===== src/rtl/la_vpriority.sv =====
// Combinational lowest-set-bit finder: one-hot of the lowest set bit of vec and its binary index.
module la_vpriority #(
  parameter int    N    = 4,
  parameter string PROP = "DEFAULT"
) (
  input  logic [N-1:0]                      vec,
  output logic [N-1:0]                      onehot,
  output logic [((N > 1) ? $clog2(N) : 1)-1:0] id
);

  localparam int IW = (N > 1) ? $clog2(N) : 1;

  // Two's-complement isolate of the lowest set bit; cell variants keep the same function.
  if (PROP == "DEFAULT") begin : g_generic
    assign onehot = vec & (~vec + N'(1));
  end else begin : g_cell
    assign onehot = vec & (~vec + N'(1));
  end

  always_comb begin
    id = '0;
    for (int i = 0; i < N; i++) begin
      if (onehot[i]) id = id | IW'(i);
    end
  end

endmodule


===== src/rtl/la_vrrarb.sv =====
// Registered round-robin arbiter with a one-hot grant held for a whole multi-beat transfer;
// the winner of a completed transfer becomes lowest priority.
module la_vrrarb #(
  parameter int    N    = 4,
  parameter string PROP = "DEFAULT"
) (
  input  logic                                 clk,
  input  logic                                 reset,
  input  logic [N-1:0]                         req,
  input  logic                                 ready,
  input  logic                                 last,
  output logic [N-1:0]                         gnt,
  output logic                                 gnt_valid,
  output logic [((N > 1) ? $clog2(N) : 1)-1:0] gnt_id
);

  localparam int IW = (N > 1) ? $clog2(N) : 1;

  typedef enum logic {
    IDLE = 1'b0,
    BUSY = 1'b1
  } state_t;

  state_t         state, state_nxt;
  logic [IW-1:0]  ptr, ptr_nxt, ptr_inc, arb_ptr;
  logic [N-1:0]   gnt_nxt;
  logic [IW-1:0]  id_nxt;
  logic           vld_nxt;
  logic           done;

  logic [N-1:0]   masked_req, masked_oh, raw_oh, win_oh;
  logic [IW-1:0]  masked_id, raw_id, win_id;

  assign done    = (state == BUSY) && ready && last;
  assign ptr_inc = (gnt_id == IW'(N - 1)) ? '0 : gnt_id + IW'(1);
  // Re-arbitration on the completing beat must already see the rotated pointer.
  assign arb_ptr = done ? ptr_inc : ptr;

  assign masked_req = req & ~((N'(1) << arb_ptr) - N'(1));

  la_vpriority #(.N(N), .PROP(PROP)) u_pri_masked (
    .vec    (masked_req),
    .onehot (masked_oh),
    .id     (masked_id)
  );

  la_vpriority #(.N(N), .PROP(PROP)) u_pri_raw (
    .vec    (req),
    .onehot (raw_oh),
    .id     (raw_id)
  );

  assign win_oh = (|masked_req) ? masked_oh : raw_oh;
  assign win_id = (|masked_req) ? masked_id : raw_id;

  always_ff @(posedge clk or posedge reset) begin
    if (reset) begin
      state     <= IDLE;
      ptr       <= '0;
      gnt       <= '0;
      gnt_id    <= '0;
      gnt_valid <= 1'b0;
    end else begin
      state     <= state_nxt;
      ptr       <= ptr_nxt;
      gnt       <= gnt_nxt;
      gnt_id    <= id_nxt;
      gnt_valid <= vld_nxt;
    end
  end

  always_comb begin
    state_nxt = state;
    ptr_nxt   = ptr;
    gnt_nxt   = gnt;
    id_nxt    = gnt_id;
    vld_nxt   = gnt_valid;
    case (state)
      IDLE: begin
        if (|req) begin
          gnt_nxt   = win_oh;
          id_nxt    = win_id;
          vld_nxt   = 1'b1;
          state_nxt = BUSY;
        end else begin
          gnt_nxt   = '0;
          id_nxt    = '0;
          vld_nxt   = 1'b0;
        end
      end
      BUSY: begin
        // Grant is frozen until the final beat is accepted, even if its req drops.
        if (done) begin
          ptr_nxt = ptr_inc;
          if (|req) begin
            gnt_nxt = win_oh;
            id_nxt  = win_id;
            vld_nxt = 1'b1;
          end else begin
            gnt_nxt   = '0;
            id_nxt    = '0;
            vld_nxt   = 1'b0;
            state_nxt = IDLE;
          end
        end
      end
      default: state_nxt = IDLE;
    endcase
  end

endmodule

===== config.mk =====
export PLATFORM = sky130hd
export DESIGN_NAME = la_vrrarb
export DESIGN_NICKNAME = d
export VERILOG_FILES = /design/src/rtl/la_vpriority.sv /design/src/rtl/la_vrrarb.sv
export SDC_FILE = /design/constraint.sdc
export NUM_CORES = 1
export LEC_CHECK = 0
export CORE_AREA = 4 4 41 43
export CTS_CLUSTER_SIZE = 10
export DETAILED_ROUTE_END_ITERATION = 8
export DIE_AREA = 0 0 45 47
export GPL_TIMING_DRIVEN = 0
export HOLD_SLACK_MARGIN = 0.02
export PLACE_DENSITY = 0.72
export RECOVER_POWER = 25
export SLEW_MARGIN = 15
export SYNTH_ARGS = -nofsm -noshare
export SYNTH_HDL_FRONTEND = slang
export SYNTH_SLANG_ARGS = --single-unit

===== constraint.sdc =====
create_clock -name clk -period 4.97 [get_ports clk]
set_input_delay 0.994 -clock clk [delete_from_list [all_inputs] [get_ports clk]]
set_output_delay 0.994 -clock clk [all_outputs]
set_load 0.01 [all_outputs]

# --- After elaboration in Yosys (flattened, before gate mapping) ---
# Cells that the tools add are included.
word_totals:
  elab_cells: 44
  input_bits: 8
  reg_bits: 10
classes:
  bitwise_logic: 7
  n_reduce_logical: 4
  mux: 21
  addsub: 4
  eq_ne: 2
  shifts: 1
op_table:
  columns: ["operator", "count"]
  rows:
  - ["two-way mux 2 bit", 9]
  - ["bitwise AND 4 bit", 3]
  - ["two-way mux 4 bit", 3]
  - ["NOT 4 bit", 3]
  - ["adder 4 x 1 -> 4 bit, second input constant", 2]
  - ["one-hot mux 4 bit (2 select lines)", 1]
  - ["OR reduction 4 bit", 2]
  - ["two-way mux 1 bit", 5]
  - ["one-hot mux 1 bit (2 select lines)", 2]
  - ["one-hot mux 2 bit (2 select lines)", 1]
  - ["<< shifter 1 x 2 -> 4 bit, first input constant", 1]
  - ["subtractor 4 x 1 -> 4 bit, second input constant", 1]
  - ["adder 2 x 1 -> 2 bit, second input constant", 1]
  - ["equality test 2 bit, second input constant", 1]
  - ["logical AND 1 bit", 2]
  - ["!= test 2 x 1 -> 1 bit, second input constant", 1]
  - ["NOT 1 bit", 1]

# --- Depth between registers and ports, before layout ---
# Gate-level depths: netlist of run 1.
logic_depth:
  word_depth: 17
  ltp_mapped: 7
  depth_no_buf: 7

# --- Cells and area by module ---
# Synthesis of run 1 repeated with hierarchy kept, for this count alone.
hier_totals:
  hier_cells: 79
  area_unflattened_um2: 708.2
by_module_without_submodules:
  columns: ["mod", "seq_area_each_um2", "area_per_inst_um2", "instances", "cells_each"]
  rows:
  - ["la_vrrarb", 250.2, 570.5, 1, 61]
  - ["la_vpriority", 0.0, 68.8, 2, 9]

# --- Worst setup path after synthesis of run 1 ---
# OpenSTA, ideal clock, no wires.
synth_path:
  path_kind: "input to register"
  from: "in ready"
  to: "reg gnt_id[0] in the netlist's numbering"
  setup_slack_ns: 2.850
  arrival_ns: 1.998
  cell_stages: 5
  cell_sequence: "nand3_2 > mux2i_1 > mux2i_1 > nand2_1 > a32o_1"
synth_between:
  elab_chain_len: 17
  elab_cells_between_ends: 19
  classes_between: "2 x add/sub; 1 x eq/ne; 1 x shift; 8 x mux; 4 x bitwise; 3 x reduce/logical"
synth_lines:
  columns: ["element", "line", "rtl"]
  rows:
  - ["start: declaration", "la_vrrarb.sv:10", "input logic ready,"]
  - ["logical AND 1 bit * (2 in a row)", "la_vrrarb.sv:34", "assign done = (state == BUSY) && ready && last;"]
  - ["two-way mux 2 bit", null, null]
  - ["<< shifter 1 x 2 -> 4 bit", "la_vrrarb.sv:39", "assign masked_req = req & ~((N'(1) << arb_ptr) - N'(1));"]
  - ["subtractor 4 x 1 -> 4 bit", "la_vrrarb.sv:39", null]
  - ["NOT 4 bit", "la_vrrarb.sv:39", null]
  - ["bitwise AND 4 bit", "la_vrrarb.sv:39", null]
  - ["NOT 4 bit", "la_vpriority.sv:15", "assign onehot = vec & (~vec + N'(1));"]
  - ["adder 4 x 1 -> 4 bit", "la_vpriority.sv:15", null]
  - ["bitwise AND 4 bit", "la_vpriority.sv:15", null]
  - ["two-way mux 1 bit", "la_vpriority.sv:23", "if (onehot[i]) id = id | IW'(i);"]
  - ["two-way mux 2 bit (2 in a row)", "la_vpriority.sv:23", null]
  - ["two-way mux 2 bit", "la_vrrarb.sv:54", "assign win_id = (|masked_req) ? masked_id : raw_id;"]
  - ["two-way mux 2 bit", "la_vrrarb.sv:80, la_vrrarb.sv:95", null]
  - ["two-way mux 2 bit", "la_vrrarb.sv:93", "if (done) begin"]
  - ["one-hot mux 2 bit (2 select lines)", "la_vrrarb.sv:78", "case (state)"]
  - ["end signal: assignment", "la_vrrarb.sv:67", "gnt_id <= id_nxt;"]
  - ["end: declaration", "la_vrrarb.sv:14", "output logic [((N > 1) ? $clog2(N) : 1)-1:0] gnt_id"]
# Mark *: on every way between the ends. The rest lies on a longest branch, timed or not. The select of a mux whose other input is x is not followed.
# A chain may end at the register's enable or synchronous reset.

# --- Worst setup path in the final report of run 1 ---
layout_path:
  from: "in last"
  to: "reg gnt_id[0] in the netlist's numbering"
layout_between:
  elab_chain_len: 16
  elab_cells_between_ends: 18
  classes_between: "2 x add/sub; 1 x eq/ne; 1 x shift; 8 x mux; 4 x bitwise; 2 x reduce/logical"
layout_lines:
  columns: ["element", "line", "rtl"]
  rows:
  - ["start: declaration", "la_vrrarb.sv:11", "input logic last,"]
  - ["logical AND 1 bit *", "la_vrrarb.sv:34", null]
  - ["two-way mux 2 bit", null, null]
  - ["<< shifter 1 x 2 -> 4 bit", "la_vrrarb.sv:39", null]
  - ["subtractor 4 x 1 -> 4 bit", "la_vrrarb.sv:39", null]
  - ["NOT 4 bit", "la_vrrarb.sv:39", null]
  - ["bitwise AND 4 bit", "la_vrrarb.sv:39", null]
  - ["NOT 4 bit", "la_vpriority.sv:15", null]
  - ["adder 4 x 1 -> 4 bit", "la_vpriority.sv:15", null]
  - ["bitwise AND 4 bit", "la_vpriority.sv:15", null]
  - ["two-way mux 1 bit", "la_vpriority.sv:23", null]
  - ["two-way mux 2 bit (2 in a row)", "la_vpriority.sv:23", null]
  - ["two-way mux 2 bit", "la_vrrarb.sv:54", null]
  - ["two-way mux 2 bit", "la_vrrarb.sv:80, la_vrrarb.sv:95", null]
  - ["two-way mux 2 bit", "la_vrrarb.sv:93", null]
  - ["one-hot mux 2 bit (2 select lines)", "la_vrrarb.sv:78", null]
# Marks and branches as above.

==> results of run 1 <==
-- state kept, by name, summed over array words and instances, names as in the netlist --
| register | cells |
|---|---|
| gnt | 4 |
| state | 1 |
| gnt_id | 2 |
| gnt_valid | 1 |
| ptr | 2 |
-- critical path: stages --
cell	delay (ns)
clkdlybuf4s50_1	0.51
nand3_2	0.15
mux2i_1	0.49
mux2i_1	0.24
nand2_1	0.07
a32o_1	0.25
-- metrics by stage --
step	hold slack, ns	cells	cell area, sq um	util [%]
after floorplan	0.516	61	579	-
after global placement	0.477	90	738	56.7
after detailed placement	0.481	90	738	56.7
after CTS	0.493	93	761	58.5
after global routing	0.520	93	761	58.5
final	0.489	93	761	58.5
-- cell families after synthesis --
| family | Yosys count | synth area share, % |
|---|---|---|
| AND/OR/NAND/NOR | 24 | 20.5 |
| flip-flops | 10 | 43.2 |
| multiplexers | 4 | 7.77 |
| AO/OA/AOI/OAI | 16 | 22.5 |
| buffers and inverters | 6 | 3.89 |
| adder cells (fa/ha/maj) | 1 | 2.16 |
-- synthesized netlist by cell type (2+ instances only) --
cell and n:
inv_1 5, nand2_1 12, dfrtp_1 10, mux2i_1 3, a21oi_1 4, nor2_1 2, o211ai_1 2
-- area by class of cell --
type | instances | share of cell area, %
Inverter | 5 | 2.47
Sequential cell | 10 | 32.9
Buffer | 1 | 0.493
Timing Repair Buffer | 14 | 18.4
Multi-Input combinational cell | 45 | 40.3
Clock buffer | 3 | 2.96
Tap cell | 15 | 2.47
-- layer usage --
layer	wire [microns]	GRT usage [%]
met4	51	13.5
met2	611	24.0
met1	597	19.4
met3	100	6.13
met5	0	0
-- power by group --
part | leakage, nW | switching (mW) | total, mW | internal, mW
Clock | 0.0138 | 0.0277 | 0.0557 | 0.0280
Sequential | 0.118 | 0.0176 | 0.124 | 0.106
Combinational | 0.211 | 0.0793 | 0.160 | 0.0808
-- final timing paths --
| path | start | slack, ns | depth (start not counted) | to |
|---|---|---|---|---|
| setup / recovery | last | 2.41 | 6 | gnt_id[0]$_DFFE_PP0P_ |
| hold / removal | gnt[1]$_DFFE_PP0P_ | 0.49 | 2 | gnt[1]$_DFFE_PP0P_ |
| setup reg to reg | gnt_id[0]$_DFFE_PP0P_ | 2.93 | 6 | gnt_id[0]$_DFFE_PP0P_ |
| hold reg to reg | gnt[1]$_DFFE_PP0P_ | 0.49 | 2 | gnt[1]$_DFFE_PP0P_ |
| max in group asynchronous | reset | 3.54 | 2 | ptr[1]$_DFFE_PP0P_ |
| min in group asynchronous | reset | 1.15 | 2 | gnt[2]$_DFFE_PP0P_ |
==> impl_results.md, run 1 <==
- Commonest non-fill, non-tap cell in the layout: clkdlybuf4s50_1
- Top cells by area, synth: dfrtp_1, nand2_1, mux2i_1, a21oi_1, inv_1
- Setup crit end kind: flop
- CTS Buf Count: 3
- Most frequent cells in the layout: clkdlybuf4s50_1, nand2_1, dfrtp_1, inv_1, a21oi_1
- Worst relative slew slack: 61.8%
- Worst Path Max Fanout: 6
- Maximum clock rate: slightly below 400 MHz
- Register area: about 250 sq um
- DRT iter0 DRCs: 24
- Avg Vias per Cell: 5.67
- Final setup viols: 0
- Drt drc: 0
- IO Port Bufs: 14
- Layout cells sized above 1: 11.5%
- Largest net degree at the start of global routing: 11
- Area of the multi-input gates: 307 sq um
- Share of the synthesized area in the top cell type: between 40% and 50%
- Area grow syn2layout: 31.3%
- Wire length per cell: 14.6 microns
- Clock slew at the register clock pins of the worst setup and hold paths: 0.06 ns
- Worst min-delay path class: flop to flop
- Filler cell count: between 100 and 150
- Clock Skews: about 0.00095 ns
- Synth cell types: 30
- Vias in the first global route: 541
- GPL Wtd Cong: 0.724
- Fraction of registers with async set/reset: 100%
- Final ANT Viol Nets: 0
- Post-CTS Hold Buffers: 0
- Setup WS pre-CTS: 2.13 ns
- Clock Sinks: 10
- H-tree levels: 1
- Initial core utilization: 44.5%
- Sequential share of the synthesized area: 43.2%
- Final Hold Fails: 0
- Overall power: 0.339 mW
- DP Wirelength: a little over 1000 microns
- Chip width: 45 microns
- DR vias: 527
- Setup CP Type: input port to flop
- Std cell rows: 13
- 1st-pass router iterations: 4
- Die ar.: 2120 sq um
- Clk root buf: clkbuf_4
- Antenna violations before repair: 0
- Post-CTS sizing: 0
- Final Critical Period: between 2 and 3 ns
- Post-synth top area cell: dfrtp_1
- Main flop type after synthesis: dfrtp_1
- Critical path arrival: approximately 2.7 ns
- Total core area: roughly 1300 sq um
- Setup TNS: 0 ns
- Die H: between 40 and 50 microns
- P_leak: 0.343 nW
- First-pass GRT wire length: 2370 microns
- IO Count: 15
- Post-synth EDFFs: 0
- Setup ws final: between 2 and 2.5 ns
- Worst-case vdd ir drop: 0.224 mV
- Grt ovf: 0
- Critical Path RT: 5.12 ns
- Cells after Synth: 61
- Final Slew Violations: 0
- TritonCTS clock tree: yes
- # Post-CTS Setup Buffers: 0
- Clock buffer depth: 2
- Power Dens Cells: 446 nW/um^2
- Syn. warnings: 0
- Max_cap viols: 0
- Nets: 89
- Status: finished clean
- Seq cells post-synth: 10
- Final wirelength: 1360 microns
- Synthesized area per cell: 9.50 sq um
- Clk_lat worst skew: 0.27 ns
- Least-Margin Pin Slew: roughly 0.56 ns
- Final Cycle Share: between 50% and 60%
- RSZ-0062 raised after global routing: no
- Total GRT Usage: 16.5%
- Syn nets: 70
- Syn Std Cell Area: between 500 and 600 sq um
- Critical path launch point type: input port
- Antenna Diode Count: 0
No activity file was read; power rests on OpenSTA's default activity.
==> inputs of run 2 (changes only) <==
==> constraint.sdc (replaced) <==
create_clock -name clk -period 2.5 [get_ports clk]
set_input_delay 0.5 -clock clk [delete_from_list [all_inputs] [get_ports clk]]
set_output_delay 0.5 -clock clk [all_outputs]
set_load 0.01 [all_outputs]
==> results of run 2 <==
Same layout as run 1 (identical final DEF). Status: finished clean.
Among the figures that moved: setup slack after placement 2.13 ns -> 0.152 ns; setup slack after layout 2.41 ns -> 0.438 ns; register-to-register setup slack 2.93 ns -> 0.46 ns; total power 0.339 mW -> 0.675 mW; worst IR drop on VDD 0.224 mV -> 0.446 mV
==> inputs of run 3 (changes only) <==
--- a/config.mk
+++ b/config.mk
@@ -5,10 +5,10 @@
 export SDC_FILE = /design/constraint.sdc
 export NUM_CORES = 1
 export LEC_CHECK = 0
-export CORE_AREA = 4 4 41 43
+export CORE_MARGIN = 4
+export CORE_UTILIZATION = 41
 export CTS_CLUSTER_SIZE = 10
 export DETAILED_ROUTE_END_ITERATION = 8
-export DIE_AREA = 0 0 45 47
 export GPL_TIMING_DRIVEN = 0
 export HOLD_SLACK_MARGIN = 0.02
 export PLACE_DENSITY = 0.72
==> constraint.sdc (replaced) <==
create_clock -name clk -period 1.79 [get_ports clk]
set_input_delay 0.358 -clock clk [delete_from_list [all_inputs] [get_ports clk]]
set_output_delay 0.358 -clock clk [all_outputs]
set_load 0.01 [all_outputs]
==> run 3 against run 2 <==
The run now ends with setup timing left. Critical path depth is the same. Count of clock-buffer cells in the layout grew 1. Cell count grew 5.4%. Combinational power grew 81%. Clock power grew 77%. Utilization grew 5.1 points. Total power grew 66%. Highest routed layer is now met3.
==> impl_results.md, run 3 (same netlist as run 1, synthesis figures left out) <==
- Max_cap viols: 0 (unchanged)
- Final Slew Violations: 0 (unchanged)
- DP Wirelength: 1020 microns (+0.28%)
- Least-Margin Pin Slew: 0.377 ns (-0.180 ns)
- 1st-pass router iterations: 4 (unchanged)
- Layout cells sized above 1: 20.5% (+8.9 points)
- Most frequent cells in the layout: clkdlybuf4s50_1, nand2_1, dfrtp_1, inv_1
- Setup WS pre-CTS: -0.464 ns
- Hold endpoint: gnt[1]$_DFFE_PP0P_
- Die H: 45.6 microns (-3.0%)
- Clk root buf: clkbuf_4
- IO Port Bufs: 14 (unchanged)
- Cell area after layout: 837 sq um (+10%)
- Grt ovf: 0 (unchanged)
- P_leak: 0.368 nW (+7.4%)
- Crit Reg-Reg Startpoint: gnt_id[1]$_DFFE_PP0P_
- Final Critical Period: 1.95 ns
- Clock Sinks: 10 (unchanged)
- Critical-path top delay cell: dfrtp_1
- Critical path launch point type: flop
- Total GRT Usage: 15.6% (-0.89 points)
- Worst-case vdd ir drop: 0.727 mV
- Total core area: 1320 sq um (+1.2%)
- Commonest non-fill, non-tap cell in the layout: clkdlybuf4s50_1
- Clock slew at the register clock pins of the worst setup and hold paths: 0.06 ns (about the same)
- DP Area: 738 sq um (unchanged)
- Final wirelength: 1370 microns (+0.73%)
- Status: finished, violations left
- Setup crit end kind: flop
- Clock Skews: 0.000703 ns (-0.000250 ns)
- Critical path arrival: about 2.1 ns
- Antenna Diode Count: 0 (unchanged)
- Worst path max stage delay: 0.42 ns (-0.09 ns)
- Final core occ: 63.5% (+5.1 points)
- Worst min-delay path class: flop to flop
- Worst path cell trace: ha_4 > or3b_1 > mux2_4 > a21oi_4 > nand3_1 > a32o_1
- Post-CTS Hold Buffers: 0 (unchanged)
- FF-to-FF End: gnt_id[0]$_DFFE_PP0P_
- Clock buffer depth: 2 (unchanged)
- Initial core utilization: 44.0% (-0.55 points)
- DRT iter0 DRCs: 16 (-33%)
- Die ar.: 2080 sq um (-1.7%)
- Critical Path RT: 1.94 ns
- Std cell rows: 13 (unchanged)
- GPL Wtd Cong: 0.783 (+8.2%)
- Nets: 93 (+4.5%)
- Wire length per cell: 14.0 microns (-4.4%)
- Final Hold Fails: 0 (unchanged)
- TritonCTS clock tree: yes
- Largest net degree at the start of global routing: 11 (unchanged)
- Drt drc: 0 (unchanged)
- Min-delay src: gnt[1]$_DFFE_PP0P_
- Final ANT Viol Nets: 0 (unchanged)
- Worst relative slew slack: 74.9% (+13 points)
- Hold Crit Depth: 2 (unchanged)
- Post-route insts no fill: 98 (+5.4%)
- Final setup viols: 6 (+6)
- Filler cell count: 123 (+2.5%)
- R2r setup slk: -0.16 ns
- Vias in the first global route: 532 (-1.7%)
- Final Cycle Share: 109%
- First-pass GRT wire length: 2310 microns (-2.6%)
- Worst Path Max Fanout: 3 (-3)
- DR vias: 533 (+1.1%)
- Failing checks: setup timing
- Overall power: 1.12 mW
- Area grow syn2layout: 44.5%
- Setup ws final: -0.155 ns
- Maximum clock rate: 514 MHz
- Avg Vias per Cell: 5.44 (-4.0%)
- Largest register FFs: 4 (unchanged)
- Setup CP Type: flop to flop
- RSZ-0062 raised after global routing: yes
- Setup TNS: -0.657 ns (-0.657 ns)
- IO Count: 15 (unchanged)
- Top reg by flops: gnt
- R2r worst-path depth: 6 (unchanged)
- Power Dens Cells: ~1300 nW/um^2
- Antenna violations before repair: 0 (unchanged)
- Cells after DPL: 90 (unchanged)
- H-tree levels: 1 (unchanged)
- Top Registers: gnt: 4 flops, gnt_id: 2 flops, ptr: 2 flops
- Clk_lat worst skew: 0.25 ns (-0.02 ns)
- CTS Buf Count: 3 (unchanged)
- Worst hold slack: 0.492 ns (+0.00313 ns)
- Chip width: 45.6 microns (+1.3%)
==> run 3: changes by cell type in the layout (fill, tap and decap cells not counted) <==
| cell | previous run | this run |
|---|---|---|
| o21ai_1 | 1 | 2 |
| o21ai_0 | 1 | 0 |
| ha_1 | 1 | 0 |
| clkbuf_8 | 0 | 1 |
| a21oi_2 | 0 | 1 |
| ha_4 | 0 | 1 |
| mux2i_1 | 3 | 2 |
| mux2i_4 | 0 | 1 |
| buf_6 | 0 | 1 |
| a21oi_1 | 4 | 3 |
| buf_4 | 0 | 3 |
==> run 3: worst max-delay path by stage <==
stage                          start               endpoint  slack (ns)
3_3_place_gp                    last  gnt_id[0]$_DFFE_PP0P_       -0.39
6_report       gnt_id[1]$_DFFE_PP0P_  gnt_id[0]$_DFFE_PP0P_       -0.16
3_5_place_dp                   ready  gnt_id[0]$_DFFE_PP0P_       -0.46
5_1_grt        gnt_id[1]$_DFFE_PP0P_     gnt[2]$_DFFE_PP0P_       -0.28
2_1_floorplan  gnt_id[0]$_DFFE_PP0P_  gnt_id[0]$_DFFE_PP0P_       -0.14
4_1_cts        gnt_id[1]$_DFFE_PP0P_  gnt_id[0]$_DFFE_PP0P_       -0.17
==> run 3: power by group <==
group          switching (mW)  internal, mW
combinational           0.266         0.311
clock                  0.0723         0.123
sequential             0.0547         0.294
total                   0.393         0.728
==> run 3: timing repair <==
action,in CTS,in global routing
gates resized for setup,2,3
pin swaps,4,4
setup endpoints to repair,6,6
gates cloned,0,0
buffers inserted,4,0
==> run 3: layer usage <==
layer  routed length, microns  up-vias  GRT usage [%]  share of wire, %
met1                      620      260           21.9                45
li1                         -      260              -                 -
met4                        0        0           5.26                 0
met5                        0        -              0                 0
met3                       83        0           3.95               6.1
met2                      667       13           23.1                49
==> run 3: final cells by class <==
cell class                      instances  area, sq um  share of cell area [%]
Timing Repair Buffer                   18          174                    20.8
Sequential cell                        10          250                    29.9
Inverter                                5         18.8                    2.24
Buffer                                  1         3.75                   0.448
Clock buffer                            4         36.3                    4.33
Multi-Input combinational cell         45          335                    40.1
Tap cell                               15         18.8                    2.24
==> run 3: worst max-delay path: cells and delay by family (launching register included) <==
kind | cells | cell delay, ns
AND/OR/NAND/NOR | 2 | 0.44
multiplexers | 1 | 0.30
adder cells (fa/ha/maj) | 1 | 0.28
AO/OA/AOI/OAI | 2 | 0.40
flip-flops | 1 | 0.42
==> edit (config.mk and constraints of run 1) <==
`N` is set to 4 in 2 places; all go to 2.
--- a/src/rtl/la_vpriority.sv
+++ b/src/rtl/la_vpriority.sv
@@ -1,5 +1,5 @@
 // Combinational lowest-set-bit finder: one-hot of the lowest set bit of vec and its binary index.
 module la_vpriority #(
-  parameter int    N    = 4,
+  parameter int    N    = 2,
   parameter string PROP = "DEFAULT"
 ) (
--- a/src/rtl/la_vrrarb.sv
+++ b/src/rtl/la_vrrarb.sv
@@ -2,5 +2,5 @@
 // the winner of a completed transfer becomes lowest priority.
 module la_vrrarb #(
-  parameter int    N    = 4,
+  parameter int    N    = 2,
   parameter string PROP = "DEFAULT"
 ) (
Interface: changed (resized gnt, gnt_id and req); port bits go from 15 to 10. The function was not compared with the original's and may differ.
==> edit against run 1 <==
Clock skew down 0.00088 ns; sequential power down 60%; clock power down 9.5%; design area down 50%; sequential share of layout area up 0.33 points; routed wire length down 62%; fmax up 12%; largest cell class is now registers; worst hold slack better by 0.0012 ns; critical path type is now reg -> out; highest routed layer unchanged; setup slack better by 0.28 ns; power down 61%; sequential cell count down 5; area after synthesis down 58%; final cell count down 45%.
==> edit: results (changes against run 1) <==
- Top cells by area, synth: dfrtp_1, a21boi_4, o21ai_0, inv_1, or3_4 (was dfrtp_1, nand2_1, mux2i_1, a21oi_1, inv_1).
- List of most frequent post-synthesis cells: dfrtp_1, inv_1, o21ai_0 (was nand2_1, dfrtp_1, inv_1).
- The number of cells produced by synthesis is 23 (was 61).
- The number of nets in the layout is 43 (was 89).
- The filler cell count in the final layout is 148 (was 120).
- The total instance count after detailed placement is 47 (was 90).
- The launch point of the worst reg-to-reg path is state (was gnt_id[0]).
- The pin count of the biggest net entering global routing was 7 (was 11).
- The startpoint of the worst hold path is ptr (was gnt[1]).
- The clock latency at the later pin of the worst-skew pair is 0.25 ns (was 0.27 ns).
- The capture endpoint of the worst hold path is ptr (was gnt[1]).
- The leakage dissipation is 0.174 nW (was 0.343 nW).
- The tightest slew margin relative to the limit came to 85.7% (was 61.8%).
- The first-pass GRT wire length is 910 um (was 2370 um).
- The complex-gate fraction of the synthesized area is 24.4% (was 22.5%).
- The part of the Yosys area used for sequential elements was 51.8% (was 43.2%).
- The post-synthesis cell type count is 13 (was 30).
- The area after detailed placement is 350 sq um (was 738 sq um).
- The portion of netlist area occupied by mux cells came to 0% (was 7.78%).
- The total track usage came to 6.42% (was 16.5%).
- Outcome: finished clean (unchanged).
- The length of the first detailed-routing pass in iterations was 2 (was 4).
- The worst setup slack after placement was 2.76 ns (was 2.13 ns).
- The total number of vias was 201 (was 527).
- The net switching power is 0.0000350 W (was 0.000125 W).
- The largest vdd supply drop is 80.6 uV (was 224 uV).
- The area added between synthesis and finish is 56.0% (was 31.3%).
- The peak fanout along the critical path is 5 (was 6).
- The total wirelength of the detailed-routed design is 513 um (was 1360 um).
-- edit: cell count changes in the layout (fill, tap and decap cells not counted), moves of 3 or more --
cell and delta:
clkdlybuf4s50_1 -5, dfrtp_1 -5, a21oi_1 -4, nand2_1 -10
mux2i_1 -3
-- edit: layout make-up --
cell class | instances | share of cell area, %
Inverter | 3 | 2.99
Clock buffer | 4 | 6.98
Tap cell | 15 | 4.98
Multi-Input combinational cell | 14 | 25.9
Buffer | 1 | 1.99
Sequential cell | 5 | 33.2
Timing Repair Buffer | 9 | 23.9
-- edit: worst max path at each step --
| stage | from | to | slack, ns | cells past startpoint |
|---|---|---|---|---|
| 2_1_floorplan | last | gnt_valid | 3.36 | 3 |
| 3_3_place_gp | last | gnt_valid | 2.77 | 4 |
| 3_5_place_dp | last | gnt_valid | 2.76 | 4 |
| 4_1_cts | gnt_id | gnt[1] | 2.69 | 2 |
| 5_1_grt | gnt_id | gnt[1] | 2.64 | 2 |
| 6_report | gnt_id | gnt[1] | 2.69 | 2 |
-- edit: power groups by stage --
stage / combinational, W / clock (W) / sequential (W)
6_report: 0.0000303 / 0.0000504 / 0.0000499
5_1_grt: 0.0000334 / 0.0000518 / 0.0000510
4_1_cts: 0.0000311 / 0.0000513 / 0.0000500
3_5_place_dp: 0.0000310 / 0 / 0.0000506
3_3_place_gp: 0.0000300 / 0 / 0.0000509
2_1_floorplan: 0.0000123 / 0 / 0.0000520
-- edit: per-layer routing --
metal | GRT usage, % | part of all wire, % | vias to the layer above
li1 | - | - | 101
met1 | 8.28 | 50 | 87
met2 | 7.34 | 33 | 10
met3 | 2.68 | 12 | 3
met4 | 7.02 | 4.9 | 0
met5 | 0 | 0 | -
-- edit: critical path: cells and delay by family (launching register included) --
family,cells,cell delay [ns]
buffers and inverters,2,0.64
flip-flops,1,0.39
